$ cat src/rtl/fetch_pkg.sv
// fetch_pkg: shared definitions for the instruction fetch pipeline.
//   fetch_state_e   : fetch FSM state encoding (RUN, DRAIN, HALTED)
//   HALT_OP_DEFAULT : default halt pattern compared against instr[11:0]
//   PC_INC          : byte increment applied to the PC per issued request
package fetch_pkg;

   typedef enum logic [1:0] {
      ST_RUN    = 2'd0,
      ST_DRAIN  = 2'd1,
      ST_HALTED = 2'd2
   } fetch_state_e;

   localparam logic [11:0] HALT_OP_DEFAULT = 12'h300;
   localparam int unsigned PC_INC          = 4;

endpackage : fetch_pkg

$ cat src/rtl/fetch_fifo.sv
// fetch_fifo: synchronous FIFO holding fetched {instr, pc, pc+4} entries.
//   clk    in  : clock, all state on rising edge
//   reset  in  : synchronous active-high reset, empties the FIFO
//   flush  in  : synchronous flush, empties the FIFO (same effect as reset)
//   push   in  : write wdata (ignored when full)
//   pop    in  : drop head entry (ignored when empty)
//   wdata  in  : entry to write
//   rdata  out : head entry (meaningful only when empty=0)
//   count  out : number of stored entries, 0..DEPTH
//   empty  out : count == 0
module fetch_fifo
   import fetch_pkg::*;
#(
   parameter int WIDTH = 96,
   parameter int DEPTH = 4,
   localparam int AW   = $clog2(DEPTH),
   localparam int CW   = AW + 1
) (
   input  logic             clk,
   input  logic             reset,
   input  logic             flush,
   input  logic             push,
   input  logic             pop,
   input  logic [WIDTH-1:0] wdata,
   output logic [WIDTH-1:0] rdata,
   output logic [CW-1:0]    count,
   output logic             empty
);

   logic [WIDTH-1:0] mem_q [DEPTH];
   logic [AW-1:0]    wr_ptr_q;
   logic [AW-1:0]    rd_ptr_q;
   logic [CW-1:0]    count_q;
   logic [CW-1:0]    count_d;
   logic             full;
   logic             do_push;
   logic             do_pop;

   always_comb begin
      full    = (count_q == CW'(DEPTH));
      empty   = (count_q == '0);
      do_push = push && !full;
      do_pop  = pop && !empty;
      count_d = count_q;
      case ({do_push, do_pop})
         2'b10:   count_d = count_q + CW'(1);
         2'b01:   count_d = count_q - CW'(1);
         default: count_d = count_q;
      endcase
   end

   // Pointers wrap naturally because DEPTH is a power of two.
   always_ff @(posedge clk) begin
      if (reset || flush) begin
         wr_ptr_q <= '0;
         rd_ptr_q <= '0;
         count_q  <= '0;
      end else begin
         if (do_push) wr_ptr_q <= wr_ptr_q + AW'(1);
         if (do_pop)  rd_ptr_q <= rd_ptr_q + AW'(1);
         count_q <= count_d;
      end
   end

   // Storage needs no reset: entries are only observed through count/empty.
   always_ff @(posedge clk) begin
      if (do_push && !reset && !flush) mem_q[wr_ptr_q] <= wdata;
   end

   assign rdata = mem_q[rd_ptr_q];
   assign count = count_q;

endmodule : fetch_fifo

$ cat src/rtl/fetch_pipe.sv
// fetch_pipe: instruction fetch stage with a small instruction queue.
//   clk            in  : clock
//   reset          in  : synchronous active-high reset, loads PC from start_addr
//   start_addr     in  : PC loaded while reset is high
//   redirect_valid in  : branch/jump redirect strobe (ignored once halted)
//   redirect_addr  in  : redirect target
//   imem_req       out : fetch request for imem_addr
//   imem_addr      out : current PC
//   imem_rdata     in  : instruction word, valid one cycle after imem_req
//   out_valid/out_ready, out_instr, out_pc, out_pc_plus4 : decode-side stream
//   halted         out : halt word delivered and queue drained
//   dbg_state      out : current FSM state
//
// Handshake: an entry transfers on a rising edge where out_valid=1 and
// out_ready=1; out_* hold stable while out_valid=1 and out_ready=0.
module fetch_pipe
   import fetch_pkg::*;
#(
   parameter int          ADDR_W  = 32,
   parameter int          INST_W  = 32,
   parameter int          DEPTH   = 4,
   parameter logic [11:0] HALT_OP = HALT_OP_DEFAULT
) (
   input  logic              clk,
   input  logic              reset,
   input  logic [ADDR_W-1:0] start_addr,
   input  logic              redirect_valid,
   input  logic [ADDR_W-1:0] redirect_addr,
   output logic              imem_req,
   output logic [ADDR_W-1:0] imem_addr,
   input  logic [INST_W-1:0] imem_rdata,
   output logic              out_valid,
   input  logic              out_ready,
   output logic [INST_W-1:0] out_instr,
   output logic [ADDR_W-1:0] out_pc,
   output logic [ADDR_W-1:0] out_pc_plus4,
   output logic              halted,
   output fetch_state_e      dbg_state
);

   localparam int CW = $clog2(DEPTH) + 1;
   localparam int EW = INST_W + 2 * ADDR_W;

   fetch_state_e      state_q;
   logic [ADDR_W-1:0] pc_q;
   logic [ADDR_W-1:0] inflight_pc_q;
   logic              inflight_q;

   logic [CW-1:0]     count;
   logic              fifo_empty;
   logic [EW-1:0]     fifo_rdata;
   logic [EW-1:0]     fifo_wdata;
   logic              push;
   logic              pop;
   logic              flush;
   logic              halt_hit;
   logic              issue;
   int                occupancy;

   always_comb begin
      out_valid = !reset && !fifo_empty && (state_q != ST_HALTED);
      pop       = out_valid && out_ready;
      // The response is only captured while running; a redirect kills it,
      // and in DRAIN any straggler is dropped.
      push      = !reset && inflight_q && (state_q == ST_RUN) && !redirect_valid;
      halt_hit  = push && (imem_rdata[11:0] == HALT_OP);
      flush     = redirect_valid && (state_q != ST_HALTED);
      // Slots already promised: stored entries plus the response in flight,
      // minus the one leaving this cycle.
      occupancy = int'(count) + (inflight_q ? 1 : 0) - (pop ? 1 : 0);
      // Requests stop as soon as the halt word is seen, so nothing past it
      // is ever fetched.
      issue     = !reset && (state_q == ST_RUN) && !redirect_valid && !halt_hit
                  && (occupancy < DEPTH);
      fifo_wdata = {imem_rdata, inflight_pc_q, inflight_pc_q + ADDR_W'(PC_INC)};
   end

   always_ff @(posedge clk) begin
      if (reset) begin
         state_q       <= ST_RUN;
         pc_q          <= start_addr;
         inflight_q    <= 1'b0;
         inflight_pc_q <= '0;
      end else begin
         case (state_q)
            ST_RUN, ST_DRAIN: begin
               if (redirect_valid) begin
                  state_q    <= ST_RUN;
                  pc_q       <= redirect_addr;
                  inflight_q <= 1'b0;
               end else begin
                  inflight_q <= issue;
                  if (issue) begin
                     inflight_pc_q <= pc_q;
                     pc_q          <= pc_q + ADDR_W'(PC_INC);
                  end
                  if (halt_hit) begin
                     state_q <= ST_DRAIN;
                  end else if ((state_q == ST_DRAIN) &&
                               ((count == '0) || ((count == CW'(1)) && pop))) begin
                     state_q <= ST_HALTED;
                  end
               end
            end
            ST_HALTED: begin
               inflight_q <= 1'b0;
            end
            default: begin
               state_q    <= ST_RUN;
               inflight_q <= 1'b0;
            end
         endcase
      end
   end

   fetch_fifo #(
      .WIDTH (EW),
      .DEPTH (DEPTH)
   ) u_fifo (
      .clk   (clk),
      .reset (reset),
      .flush (flush),
      .push  (push),
      .pop   (pop),
      .wdata (fifo_wdata),
      .rdata (fifo_rdata),
      .count (count),
      .empty (fifo_empty)
   );

   assign imem_req     = issue;
   assign imem_addr    = pc_q;
   assign out_instr    = reset ? '0 : fifo_rdata[EW-1 -: INST_W];
   assign out_pc       = reset ? '0 : fifo_rdata[2*ADDR_W-1 -: ADDR_W];
   assign out_pc_plus4 = reset ? '0 : fifo_rdata[ADDR_W-1:0];
   assign halted       = !reset && (state_q == ST_HALTED);
   assign dbg_state    = state_q;

endmodule : fetch_pipe

$ cat config.mk
export PLATFORM = sky130hd
export DESIGN_NAME = fetch_pipe
export DESIGN_NICKNAME = d
export VERILOG_FILES = /design/src/rtl/fetch_pkg.sv /design/src/rtl/fetch_fifo.sv /design/src/rtl/fetch_pipe.sv
export SDC_FILE = /design/constraint.sdc
export NUM_CORES = 1
export LEC_CHECK = 0
export CORE_MARGIN = 5
export CORE_UTILIZATION = 45
export CTS_BUF_LIST = sky130_fd_sc_hd__clkbuf_4
export CTS_CLUSTER_DIAMETER = 30
export DETAILED_ROUTE_END_ITERATION = 10
export GPL_ROUTABILITY_DRIVEN = 0
export PLACE_DENSITY_LB_ADDON = 0.25
export RECOVER_POWER = 100
export SYNTH_ARGS = -nofsm -noshare
export SYNTH_HDL_FRONTEND = slang
export SYNTH_SLANG_ARGS = --single-unit
$ cat constraint.sdc
create_clock -name clk -period 4.8 [get_ports clk]
set_input_delay 0.48 -clock clk [delete_from_list [all_inputs] [get_ports clk]]
set_output_delay 0.48 -clock clk [all_outputs]
set_load 0.05 [all_outputs]
==> results.ini, run 1 <==
[cts]
clock-sinks = 452
htree_num_levels = 3
clockRootBuffer = clkbuf_4
ctsHoldBuffers = 0
cts_tree = built
post-cts-setup-buffers = 0
clkTransAtPathRegs_ns = 0.06
clk_path_buf_depth = 3
cts_buffers = 112
clock_latency_ns = 0.80

[final_layout]
drive_gt1_frac = 0.2289
utilization = 0.5678
finalNetCount = 1510
syn2layout_area_growth_pct = 24.16
fillers = 3263

[routing]
first_pass_iters = 4
wl_per_cell_um = 21.68
vias = 10750
ant_nets = 0
first_iter_violations = 588
wl_um = 43980
drcViolationCount = 0
viasPerCell = 5.300

[yosys]
synth_edf_count = 408
synth-seq-area-share = 0.6986
synth-main-ff-cell = edfxtp_1
synth_fp_nets = 1201
synthMuxAreaShare = 0.1370
async_flop_share = 0
synth.distinct_cells = 48
synth_area_um2 = 18800
synth_top_area_share = 0.6518
synth-simple-area-share = 0.08600
syn-instance-count = 1085
synth_compound_area_frac = 0.02163
avgSynthCellArea_um2 = 17.33
synth_top_family_by_area = multiplexers
synthTopCellsByArea = edfxtp_1 65%, mux4_2 11%, dfxtp_1 4.7%
synth_xor_area_frac = 0.02842
synth-seq-cells = 452
yosysWarnings = 0
synth_fa_ha_area_frac = 0.01065
yosysTopAreaCell = edfxtp_1

[sta]
fin_skew_ns = 0.04435
final-setup-viol-count = 0
finalMaxSlewViolations = 106
rsz0062_at_grt = false
relSlewSlack = -0.6891
hold_viol = 0
period_share = 0.9475
fmax_ghz = 0.2199
tightestPinTransition_ns = 2.532
tns_ns = 0
period_needed_ns = 4.548

[power]
p_switching_mw = 2.092
seqPwrFrac = 0.528
total_power_mw = 8.594
powerDensity_nw_per_um2 = 368.2
p_clk_frac = 0.387
swShare = 0.2434
p_int_mw = 6.502
ir_drop_mv = 0.1683
p_comb_frac = 0.085
p_leak_nw = 7.894

[run_status]
violations = max-capacitance violations, max-slew violations
status = finished with violations

[critical_path]
worstPathArrival_ns = 4.96
end_kind = flip-flop
cp_num_cells = 6
endpoint = u_fifo.mem_q[0][86]$_DFFE_PP_
path_buf_inv = 2
cp.required_ns = 5.22
cp_slowest_stage_delay_ns = 1.69
crit_family = simple AND/OR/NAND/NOR gates
crit_chain = dlygate4sd3_1 -> or2_0 -> nor2_1 -> and4b_1 -> and2_0 -> buf_2
startpoint = redirect_valid
regToRegEndpoint = inflight_pc_q[0]$_SDFFE_PP0P_
crit_type = primary input to flip-flop
path_max_fanout = 25
r2r_setup_slack_ns = 0.55
slowest_stage = and2_0
timing.rr.start = u_fifo.count[1]$_SDFFE_PP0P_
reg2reg_depth = 12
cp-start-kind = primary input

[die]
start_util = 0.4573
die_h_um = 214.4
row_count = 74
pin_count = 233
coreArea_um2 = 41110
die_w_um = 214.4
die_area_um2 = 45960

[grt]
grt_util_met3 = 0.04320
grt_usage = 0.1906
grt_max_degree = 65
grt_pass1_vias = 11350
overflow = 0
grt.busiest_layer = met2
grtUsageMet2 = 0.3144
antenna_found_initial = 3
globalRouteMet1Util = 0.2529
grt_pass1_wl_um = 67740

[placed_design]
port_buffers = 232
hpwl_um = 28370

[min_path]
hold_class = primary input to flip-flop

[run]
cap_violations = 4

-- cell usage in the layout (no fill, tap or decap), types with 3 or more instances in the layout --
cell and instances:
edfxtp_1 408, clkbuf_4 173, dlygate4sd3_1 159, and2_1 95
mux4_2 94, clkdlybuf4s50_1 71, xnor2_1 50, dfxtp_1 42
nand2_1 37, nor2_1 30, mux2_2 29, o21ai_0 27
nor2b_1 26, clkinv_1 26, nand3_1 22, inv_1 19
nand4_1 16, a22oi_1 16, ha_1 16, mux2i_1 12
xor2_1 11, nor3_1 11, nor4_1 11, buf_12 10
clkinv_2 8, a21oi_1 7, and3_1 6, clkbuf_2 6
and4_1 4, or4_1 4, and2_0 4, diode_2 3
nor4b_1 3, o22ai_1 3, bufinv_16 3, clkinv_4 3
-- state kept, by name, summed over array words and instances (netlist names), named ones only --
| register | count |
|---|---|
| u_fifo.mem_q | 376 |
| imem_addr | 32 |
| inflight_pc_q | 32 |
| u_fifo.count | 3 |
| dbg_state | 2 |
| u_fifo.rd_ptr_q | 2 |
| u_fifo.wr_ptr_q | 2 |
| inflight_q | 1 |
-- per-layer routing --
layer	vias up	part of all wire
met5	-	0
met3	58	0.058
met1	5402	0.43
met2	351	0.49
met4	0	0.019
li1	4942	-
-- power groups by stage --
stage	Combinational [mW]	Sequential, mW	Clock (mW)
after floorplan	0.348	4.68	0
after global placement	0.757	4.62	0
after detailed placement	0.765	4.62	0
after CTS	0.768	4.54	3.43
after global routing	0.773	4.55	3.66
final	0.728	4.54	3.33
-- repair_timing --
action / 4_1_cts / 5_1_grt
resized for setup: 1 / 2
setup endpoints to repair: 1 / 1
cloned: 0 / 0
-- Yosys cell counts, types with 19 or more instances --
library cell  number
mux4_2            94
and2_1            99
nand3_1           22
nor2b_1           26
inv_1             19
dfxtp_1           44
nor2_1            30
edfxtp_1         408
clkbuf_1          31
o21ai_0           27
nand2_1           37
xnor2_1           50
mux2_2            30
-- tightest hold or removal path, stage by stage --
cell and delay, ns:
clkdlybuf4s50_1 0.46, nand2_1 0.05, o21ai_0 0.06
-- area by class of cell --
type | instances | area (µm²) | share of cell area
timing repair buffer | 252 | 2572 | 0.1102
antenna | 3 | 7.507 | 0.0003216
clock inverter | 41 | 261.5 | 0.01120
sequential | 452 | 13140 | 0.5628
tap | 532 | 665.6 | 0.02852
clock buffer | 173 | 1299 | 0.05565
inverter | 21 | 78.83 | 0.003377
multi-input combinational | 555 | 5320 | 0.2279
-- through the flow --
step                      hold slack (ns)  setup WS, ns  instances  area [µm²]
final                              0.3698        0.2522       2029       23340
after global routing               0.3000      0.009080       2029       23340
after CTS                          0.2307      0.001900       2026       23420
after detailed placement           0.4840        0.6106       1812       21860
after global placement             0.4786        0.6478       1812       21860
after floorplan                    0.4525        0.3929       1085       18800
-- cells by family (layout without fill, tap and decap cells) --
| family | Yosys count | in the layout |
|---|---|---|
| muxes | 136 | 136 |
| adders and majority gates | 16 | 16 |
| other | 0 | 3 |
| xor gates and xnor gates | 61 | 61 |
| and+or+nand+nor | 279 | 279 |
| buffers and inverters | 78 | 487 |
| AOI/OAI and AO/OA | 63 | 63 |
| DFF | 452 | 452 |
-- worst min-delay path by stage --
stage,startpoint,to,cells past startpoint
2_1_floorplan,inflight_pc_q[0]$_SDFFE_PP0P_,u_fifo.mem_q[0][32]$_DFFE_PP_,0
5_1_grt,start_addr[8],imem_addr[8]$_DFFE_PP_,3
3_3_place_gp,inflight_pc_q[1]$_SDFFE_PP0P_,u_fifo.mem_q[2][33]$_DFFE_PP_,0
3_5_place_dp,inflight_pc_q[1]$_SDFFE_PP0P_,u_fifo.mem_q[1][33]$_DFFE_PP_,0
6_report,start_addr[6],imem_addr[6]$_DFFE_PP_,3
4_1_cts,imem_rdata[27],u_fifo.mem_q[0][91]$_DFFE_PP_,1
Note: power is estimated with default switching activity, not from simulation.
==> run 2: changes to the inputs <==
--- a/config.mk
+++ b/config.mk
@@ -5,6 +5,7 @@
 export SDC_FILE = /design/constraint.sdc
 export NUM_CORES = 1
 export LEC_CHECK = 0
+export ABC_CLOCK_PERIOD_IN_PS = 4800
 export CORE_MARGIN = 5
 export CORE_UTILIZATION = 45
 export CTS_BUF_LIST = sky130_fd_sc_hd__clkbuf_4
==> results of run 2 <==
No change in the layout: final DEF, timing and power equal those of run 1.
==> run 3: changes to the inputs <==
--- a/config.mk
+++ b/config.mk
@@ -16,4 +16,5 @@
 export RECOVER_POWER = 100
 export SYNTH_ARGS = -nofsm -noshare
 export SYNTH_HDL_FRONTEND = slang
+export SYNTH_HIERARCHICAL = 1
 export SYNTH_SLANG_ARGS = --single-unit
==> run 3 against run 2 <==
  * The flow still finishes with violations (max-capacitance violations, max-slew violations)
  * Clock skew rose by 0.0036 ns
  * Count of clock-buffer cells in the layout is 10 lower
  * Cell count up 1.1%
  * Synthesized cell count up 1.8%
  * Critical endpoint is now u_fifo/mem_q[2][54]$_DFFE_PP_
==> results.ini, run 3 <==
[run_status]
status = finished with violations
violations = max-capacitance violations, max-slew violations

[final_layout]
finalNetCount = 1534
max_flop_register = u_fifo/mem_q
largest_reg_flops = 384
syn2layout_area_growth_pct = 22.06
fillers = 3377
mostFrequentLayoutCell = edfxtp_1
final_cell_mix = 416 x edfxtp_1, 164 x clkbuf_4, 151 x dlygate4sd3_1
drive_gt1_frac = 0.2065

[yosys]
synth-main-ff-cell = edfxtp_1
yosysWarnings = 6
ys_top_cells_by_count = 416 x edfxtp_1, 124 x nor2b_1, 96 x mux4_2
synth_area_um2 = 19270
synth.distinct_cells = 62
synthMostInstantiatedCell = edfxtp_1
synthTopCellsByArea = edfxtp_1 65%, mux4_2 11%, dfxtp_1 4.6%
synth-seq-area-share = 0.6940
yosysTopAreaCell = edfxtp_1
async_flop_share = 0
synth_top_area_share = 0.6483
avgSynthCellArea_um2 = 17.45
synth_edf_count = 416
synth_fp_nets = 1217
syn-instance-count = 1104
synth-seq-cells = 460

[placed_design]
hpwl_um = 27790
port_buffers = 232
dp_slack_ns = 1.007

[die]
die_h_um = 216.9
coreArea_um2 = 42130
die_w_um = 216.9
row_count = 75
die_area_um2 = 47060
pin_count = 233
start_util = 0.4573

[routing]
first_pass_iters = 5
viasPerCell = 5.310
ant_nets = 0
first_iter_violations = 723
wl_um = 43060
vias = 10890
drcViolationCount = 0
wl_per_cell_um = 20.99

[sta]
period_needed_ns = 4.594
final-setup-viol-count = 0
relSlewSlack = -0.4558
hold_viol = 0
tns_ns = 0
fin_skew_ns = 0.04791
setup_slack_ns = 0.2064
finalMaxSlewViolations = 142
tightestPinTransition_ns = 2.184
period_share = 0.9570
whs_ns = 0.2433
rsz0062_at_grt = false
fmax_ghz = 0.2177

[power]
powerDensity_nw_per_um2 = 360.5
ir_drop_mv = 0.1922
p_leak_nw = 7.863
total_power_mw = 8.479

[critical_path]
cp-start-kind = primary input
path_max_fanout = 46
crit_type = primary input to flip-flop
worstPathArrival_ns = 4.96
reg2reg_depth = 5
r2r_setup_slack_ns = 0.66
startpoint = redirect_valid
regToRegEndpoint = u_fifo/mem_q[2][54]$_DFFE_PP_
timing.rr.start = dbg_state[1]$_SDFFE_PP0P_
endpoint = u_fifo/mem_q[2][54]$_DFFE_PP_
end_kind = flip-flop
cp.required_ns = 5.16

[cts]
clock-sinks = 460
post-cts-setup-buffers = 0
post_cts_resize_count = 0
cts_buffers = 117
cts_tree = built
clkTransAtPathRegs_ns = 0.06
clockRootBuffer = clkbuf_4
htree_num_levels = 3
clk_path_buf_depth = 3
clock_latency_ns = 0.81
ctsHoldBuffers = 0

[grt]
grt_pass1_wl_um = 67240
grt_usage = 0.1843
overflow = 0
antenna_found_initial = 1
grt_max_degree = 173
grt_pass1_vias = 11700

[min_path]
hold_class = primary input to flip-flop

[run]
cap_violations = 4

## run 3: changes by cell type after synthesis, sizes merged, moves of 5 or more
cell    change
nor2b      +98
and2       -94
xnor2      -14
edfxtp      +8
mux2i       -6
xor2        +6
a21oi       +5
inv         +5
or3         +5
## run 3: power by group
| part | internal [mW] | switching [mW] | leakage [nW] |
|---|---|---|---|
| Combinational | 0.236 | 0.398 | 2.81 |
| Clock | 1.74 | 1.52 | 0.888 |
| Sequential | 4.47 | 0.125 | 4.16 |
| Total | 6.44 | 2.04 | 7.86 |
## run 3: cells by family (layout without fill, tap and decap cells)
logic type      count (synthesis)  count (layout)  share of synthesized area
simple gates                  289             289                    0.08675
mux                           135             135                     0.1397
xor+xnor                       53              53                    0.02409
other cells                     0               1                          0
buf+inv                        81             488                    0.02175
compound gates                 73              73                    0.02494
fa+ha+maj                      13              13                   0.008830
flops                         460             460                     0.6940
## run 3: worst max-delay path, cell delays in order
cell	delay, ns
dlygate4sd3_1	0.57
or2_0	0.48
nor3_1	0.44
and2_2	0.24
and2_4	0.17
and3_1	1.30
clkbuf_2	1.21
## run 3: how the worst min path moves through the flow
| stage | start | to | slack, ns | cells past startpoint |
|---|---|---|---|---|
| global route | reset | u_fifo/rd_ptr_q[0]$_SDFFE_PP0P_ | 0.22 | 6 |
| global placement | u_fifo/rd_ptr_q[0]$_SDFFE_PP0P_ | u_fifo/rd_ptr_q[0]$_SDFFE_PP0P_ | 0.49 | 2 |
| floorplan | u_fifo/rd_ptr_q[1]$_SDFFE_PP0P_ | flip-flop | 0.46 | 2 |
| CTS | reset | dbg_state[0]$_SDFFE_PP0P_ | 0.09 | 3 |
| detailed placement | u_fifo/rd_ptr_q[0]$_SDFFE_PP0P_ | u_fifo/rd_ptr_q[0]$_SDFFE_PP0P_ | 0.50 | 2 |
| finish | reset | u_fifo/rd_ptr_q[0]$_SDFFE_PP0P_ | 0.24 | 6 |
## run 3: layer usage
metal	global-route usage	up-vias	part of all wire
met2	0.2925	410	0.48
met5	0	-	0
met4	0.06109	0	0.016
met1	0.2544	5402	0.43
li1	-	5031	-
met3	0.04391	48	0.071
## run 3: stage by stage
step / instance area, µm² / std cells / utilization
floorplan: 19270 / 1104 / -
global placement: 22230 / 1841 / 0.5275
detailed placement: 22230 / 1841 / 0.5275
CTS: 23740 / 2050 / 0.5634
global route: 23520 / 2051 / 0.5582
finish: 23520 / 2051 / 0.5582
## run 3: layout make-up
type | count | area [µm²] | area share
Tap cell | 539 | 674.4 | 0.02867
Multi-Input combinational cell | 563 | 5375 | 0.2285
Inverter | 25 | 93.84 | 0.003990
Clock inverter | 46 | 285.3 | 0.01213
Clock buffer | 163 | 1224 | 0.05202
Timing Repair Buffer | 254 | 2489 | 0.1058
Sequential cell | 460 | 13380 | 0.5688
Antenna cell | 1 | 2.502 | 0.0001064
